[src/rtl/fifo_byte_packer.sv]
// rtl/fifo_byte_packer.sv - drains a byte FIFO and packs PACK_COUNT bytes little-endian into valid/ready words
// Optional idle auto-flush: define PACKER_TIMEOUT_FLUSH_EN.
module fifo_byte_packer #(
  parameter int DATA_WIDTH     = 8,
  parameter int PACK_COUNT     = 4,
  parameter int CNT_WIDTH      = 16,
  parameter int TIMEOUT_CYCLES = 64
) (
  input  logic                             clk,
  input  logic                             reset,
  input  logic                             fifo_empty,
  input  logic [DATA_WIDTH-1:0]            fifo_data,
  output logic                             fifo_rd_en,
  input  logic                             flush,
  output logic [DATA_WIDTH*PACK_COUNT-1:0] out_data,
  output logic [PACK_COUNT-1:0]            out_keep,
  output logic                             out_valid,
  input  logic                             out_ready,
  output logic [CNT_WIDTH-1:0]             words_sent
);

  localparam int BCW = (PACK_COUNT > 1) ? $clog2(PACK_COUNT) : 1;

  typedef enum logic {
    FILL = 1'b0,
    HOLD = 1'b1
  } state_t;

  state_t                            r_state;
  logic [BCW-1:0]                    r_byte_cnt;
  logic [DATA_WIDTH*PACK_COUNT-1:0]  r_out_data;
  logic [PACK_COUNT-1:0]             r_out_keep;
  logic                              r_out_valid;
  logic [CNT_WIDTH-1:0]              r_words_sent;

  logic w_accept;
  logic w_last;
  logic w_timeout;
  logic w_flush_go;

  generate
    if (PACK_COUNT < 2 || PACK_COUNT > 16 || TIMEOUT_CYCLES < 1) begin : g_param_check
      $error("fifo_byte_packer: PACK_COUNT must be 2..16 and TIMEOUT_CYCLES >= 1");
    end
  endgenerate

  // Internal accept omits reset so reset never feeds flop data paths; the flops are held by reset anyway.
  assign w_accept   = (r_state == FILL) && !fifo_empty;
  assign fifo_rd_en = w_accept && !reset;
  assign w_last     = w_accept && (r_byte_cnt == BCW'(PACK_COUNT - 1));
  assign w_flush_go = (r_state == FILL) && (flush || w_timeout) && ((r_byte_cnt != '0) || w_accept);

`ifdef PACKER_TIMEOUT_FLUSH_EN
  localparam int TW = $clog2(TIMEOUT_CYCLES + 1);

  logic [TW-1:0] r_idle_cnt;

  assign w_timeout = (r_idle_cnt == TW'(TIMEOUT_CYCLES));

  always_ff @(posedge clk or posedge reset) begin
    if (reset) begin
      r_idle_cnt <= '0;
    end else if ((r_state != FILL) || w_accept || w_flush_go) begin
      r_idle_cnt <= '0;
    end else if (r_byte_cnt != '0) begin
      r_idle_cnt <= r_idle_cnt + 1'b1;
    end
  end
`else
  assign w_timeout = 1'b0;
`endif

  always_ff @(posedge clk or posedge reset) begin
    if (reset) begin
      r_state      <= FILL;
      r_byte_cnt   <= '0;
      r_out_data   <= '0;
      r_out_keep   <= '0;
      r_out_valid  <= 1'b0;
      r_words_sent <= '0;
    end else if (r_state == FILL) begin
      if (w_accept) begin
        for (int i = 0; i < PACK_COUNT; i++) begin
          if (r_byte_cnt == BCW'(i)) begin
            r_out_data[i*DATA_WIDTH +: DATA_WIDTH] <= fifo_data;
            r_out_keep[i]                          <= 1'b1;
          end
        end
        r_byte_cnt <= r_byte_cnt + 1'b1;
      end
      if (w_last || w_flush_go) begin
        r_state     <= HOLD;
        r_out_valid <= 1'b1;
      end
    end else begin
      // Word is frozen until accepted; flush requests here are dropped.
      if (out_ready) begin
        r_state     <= FILL;
        r_byte_cnt  <= '0;
        r_out_data  <= '0;
        r_out_keep  <= '0;
        r_out_valid <= 1'b0;
        if (r_words_sent != {CNT_WIDTH{1'b1}}) begin
          r_words_sent <= r_words_sent + 1'b1;
        end
      end
    end
  end

  assign out_data   = r_out_data;
  assign out_keep   = r_out_keep;
  assign out_valid  = r_out_valid;
  assign words_sent = r_words_sent;

endmodule

[config.mk]
export PLATFORM = sky130hd
export DESIGN_NAME = fifo_byte_packer
export DESIGN_NICKNAME = d
export VERILOG_FILES = /design/src/rtl/fifo_byte_packer.sv
export SDC_FILE = /design/constraint.sdc
export NUM_CORES = 1
export LEC_CHECK = 0
export BUFFER_PORTS_ARGS = -buffer_cell sky130_fd_sc_hd__buf_2
export CORE_ASPECT_RATIO = 1.2
export CORE_MARGIN = 5
export CORE_UTILIZATION = 56
export CTS_CLUSTER_DIAMETER = 30
export CTS_CLUSTER_SIZE = 20
export DETAILED_ROUTE_END_ITERATION = 16
export GPL_TIMING_DRIVEN = 0
export PLACE_DENSITY = 0.82
export SLEW_MARGIN = 20
export SYNTH_ARGS = -nofsm -noshare
export SYNTH_HDL_FRONTEND = slang
export SYNTH_SLANG_ARGS = --single-unit
[constraint.sdc]
create_clock -name clk -period 3.2 [get_ports clk]
set_clock_uncertainty 0.2 [all_clocks]
set_input_delay 0 -clock clk [delete_from_list [all_inputs] [get_ports clk]]
set_output_delay 0 -clock clk [all_outputs]
set_load 0.005 [all_outputs]
# Word level (Yosys, flattened, before mapping)
# Cells that the tools add are included.
# word_totals
reg_bits	56
inputBits	13
out_inout_bits	54
wordCells	67
# op_classes
add_sub_neg	2
eq_ne	5
n_mux	23
bitwise	1
reduce_logical	24
# op_table
operator	count
$mux 32	3
$mux 8	4
$add 16x1->16 const B	1
$ne 16x16->1 const B	1
$reduce_and 3->1	5
$reduce_bool 2->1	7
$mux 4	3
$mux 1	10
$mux 2	3
$logic_and 1x1->1	5
$eq 2x2->1 const B	2
$reduce_and 2->1	2
$add 2x1->2 const B	1
$eq 2x1->1 const B	1
$logic_not 1->1	2
$logic_not 2->1	1
$logic_or 1x1->1	2
$ne 2x2->1 const B	1
$not 1->1	1

# Logic depth before layout (Yosys ltp)
# depth
word_depth	7
mapped_depth	7
ltp_nobuf	6

# Least setup slack after synthesis
# No wires, ideal clock.
# synth_path
kind	flip-flop to flip-flop
from	register r_byte_cnt[0]
to	register r_out_data[6] (netlist: out_data[6])
setup_time_ns	0.136
arrival_time_ns	1.454
required_time_ns	2.864
setup_slack_ns	1.410
stages_incl_launch_ff	7
path_buffers	1
period_less_slack_ns	1.790
path_cell_list	dfrtp_1 -> inv_1 -> ha_1 -> inv_1 -> nor3_1 -> clkbuf_1 -> o21ai_0
# synth_between
elab_chain_cells	3
# synth_rtl
item	line	rtl
start: declaration	30	logic [BCW-1:0] r_byte_cnt;
start signal: assignment	89	r_byte_cnt <= r_byte_cnt + 1'b1;
$logic_not 2->1	84	if (r_byte_cnt == BCW'(i)) begin
$reduce_bool 2->1 (no source line)	--	
$reduce_and 3->1 (no source line)	--	
end signal: indexed assignment	85	r_out_data[i*DATA_WIDTH +: DATA_WIDTH] <= fifo_data;
end: declaration	31	logic [DATA_WIDTH*PACK_COUNT-1:0] r_out_data;
# No other way between the ends.
# A chain may end at the register's enable or synchronous reset.

# Worst setup path after layout
# layout_path
from	register r_byte_cnt[0]
to	register r_out_data[7] (netlist: out_data[7])
# Same word-level chain as after synthesis.

==> results.ini <==
[die]
start_util_pct = 57.6
die_h_microns = 82.3
die-area_sq_um = 5780
die_w_microns = 70.2
core_area_sq_um = 4230
io-pin-count = 67
num_rows = 26

[drt]
via_per_inst = 5.41
drtAntennaViolNets = 0
dr_total_vias = 2136
routed_wl_microns = 6110
drc_errors = 0
dr.pass1.iters = 4
wire_per_inst_microns = 15.5
drtIter0Drc = 236

[synthesis]
synth_enable_flop_cells = 0
synth_fa_ha_area_share_pct = 2.57
synth-async-reset-ratio_pct = 100
ys_ff_latch = 56
synthSimpleGateAreaFrac_pct = 19.9
synthesis.nets = 269
synth.cell_area_sq_um = 2440
synth_top_family_by_area = simple AND/OR/NAND/NOR gates
ys.flop_type = dfrtp_1
synth_cells = 251
synth_compound_area_share_pct = 12.2
syn_avg_cell_area_sq_um = 9.71
yosys-top-cells-area = dfrtp_1, nand2_1, o21ai_0, ha_1, xor2_1
synth_top_area_share_pct = 57.5
synth_cell_types = 33
yosys_warnings = 0
synthMuxAreaShare_pct = 1.33
synth_xor_area_share_pct = 3.23
synth_largest_area_cell = dfrtp_1
seq_area_frac_synth_pct = 57.5

[timing]
setup_tns_ps = 0
setup_viol = 0
maxSlewHeadroom_pct = 51.4
layout_min_cycle_time_ps = 2710
hold_viol_final = 0
tightest_slew_ps = 723
fmax_mhz = 369
drv_slew = 0
grt_setup_unrepaired = false
fin_crit_sh_pct = 84.6

[cells_and_area]
fillers = 318
final_nets = 356
post-route-util_pct = 72.7
final_cell_mix = buf_2, nand2_1, dfrtp_1, o21ai_0, dlygate4sd3_1
final_common_cell = buf_2
stdcell_count = 395
synthToLayoutAreaGrowth_pct = 26.1
antenna_cells = 0
drive_gt1_share_pct = 24.8

[setup_path]
endpoint = out_data[7]
worstPathRequired_ps = 3260
critical_path.top_delay_family = buffers and inverters
critPathKind = reg -> reg
critPathArrivalTime_ps = 2770
r2r_start = r_byte_cnt[0]
critPathLaunch = r_byte_cnt[0]
r2r_cells = 8
slowest_delay_ps = 560
slowest_stage = nor3_1
worstPathMaxFanout = 10
crit_cells = 8
regToRegSetupSlack_ps = 490
end_kind = flop
crit_top_cell = inv_1
startpoint_type = flop
path_cells = inv_1 > ha_1 > inv_1 > nor3_1 > clkbuf_1 > nand2_1 > o21ai_0 > dlygate4sd3_1
r2r_end = out_data[7]
path_buf_inv = 4

[outcome]
status = finished clean

[clock_network]
cts-root-buf = clkbuf_8
path_clk_slew_ps = 110
cts_setup_buffers = 0
clockBufferDepth = 2
worstSkewPairLatency_ps = 310
cts_max_level = 2
cts_buffers = 5
tritoncts = yes
clkSinkCount = 56

[placement]
dp_hpwl_microns = 4240
dp_cells = 373
io_buffers = 66
place_congestion = 0.810

[run]
maxCapViolCount = 0

[pwr]
p_leak_nw = 1.56
power_density_nw_per_um2 = 716
vdd_drop_max_v = 0.000516
p_total_w = 0.00220

[hold_path]
min_path_type = in -> async

[global_routing]
grt_max_degree = 57
antenna_found_initial = 0
grt_first_pass_wirelength_microns = 10300
grt_remaining_overflow = 0
track_usage_pct = 23.0
grt_pass1_vias = 2235

## routing by layer
metal	vias to the layer above	share of wire [%]	global-route usage, %
met5	-	0	0
met1	1016	38	26.7
met4	0	2.4	9.58
met2	82	52	40.3
li1	1024	-	-
met3	14	7.1	6.42
## power breakdown
group	total, W	switching, W	internal [W]
Sequential	0.00109	0.000162	0.000931
Clock	0.000402	0.000242	0.000160
Combinational	0.000704	0.000378	0.000326
Total	0.00220	0.000782	0.00142
## logic make-up (layout without fill, tap and decap cells)
| logic type | Yosys count | after routing |
|---|---|---|
| flops | 56 | 56 |
| buf+inv | 20 | 108 |
| simple gates | 106 | 106 |
| mux | 3 | 3 |
| fa+ha+maj | 5 | 5 |
| xor+xnor | 9 | 9 |
| compound gates | 52 | 52 |
## worst min-delay path: cells and delay by family
kind | cells | cell delay [ps]
buf+inv | 3 | 1170
## state kept, by name, indices dropped and copies added (netlist names)
signal / cells
words_sent: 16
r_state: 1
out_data: 32
out_valid: 1
out_keep: 4
r_byte_cnt: 2
## worst min path at each step
stage / depth (start not counted) / slack (ps) / endpoint / startpoint
after detailed placement: 2 / -40 / words_sent[14] / reset
after CTS: 3 / 160 / words_sent[14] / reset
after global placement: 3 / 30 / fifo_rd_en / reset
final: 3 / 150 / words_sent[14] / reset
after global routing: 3 / 220 / words_sent[14] / reset
after floorplan: 1 / -170 / fifo_rd_en / reset
## layout make-up
cell class / count / area [sq um] / area share [%]
multi-input combinational: 175 / 956 / 31.1
sequential: 56 / 1400 / 45.6
clock inverter: 3 / 25.0 / 0.814
clock buffer: 5 / 68.8 / 2.24
timing repair buffer: 80 / 470 / 15.3
buffer: 12 / 50.0 / 1.63
inverter: 8 / 32.5 / 1.06
tap: 56 / 70.1 / 2.28
## through the flow
stage               cell area [sq um]  setup WS (ps)  hold slack [ps]
global placement                 2840            972             30.9
global route                     3070            311              219
CTS                              3070            509              165
floorplan                        2440           1410             -170
finish                           3070            492              152
detailed placement               2840           1010            -37.1
## cell usage after synthesis (3+ instances only)
cell type and count:
nand2_1 69, dfrtp_1 56, o21ai_0 35, clkbuf_1 8, inv_1 8, nand4_1 6, nor2_1 6, nor3_1 6
a21o_1 5, ha_1 5, nand3_1 5, xor2_1 5, a21oi_1 4, buf_2 4, xnor2_1 4, and2_1 3
## what timing repair did
action                    in CTS  in global routing
hold buffers                  14                  0
resized for setup              0                  0
hold endpoints to repair      93                  0
No activity file was read; power rests on OpenSTA's default activity.
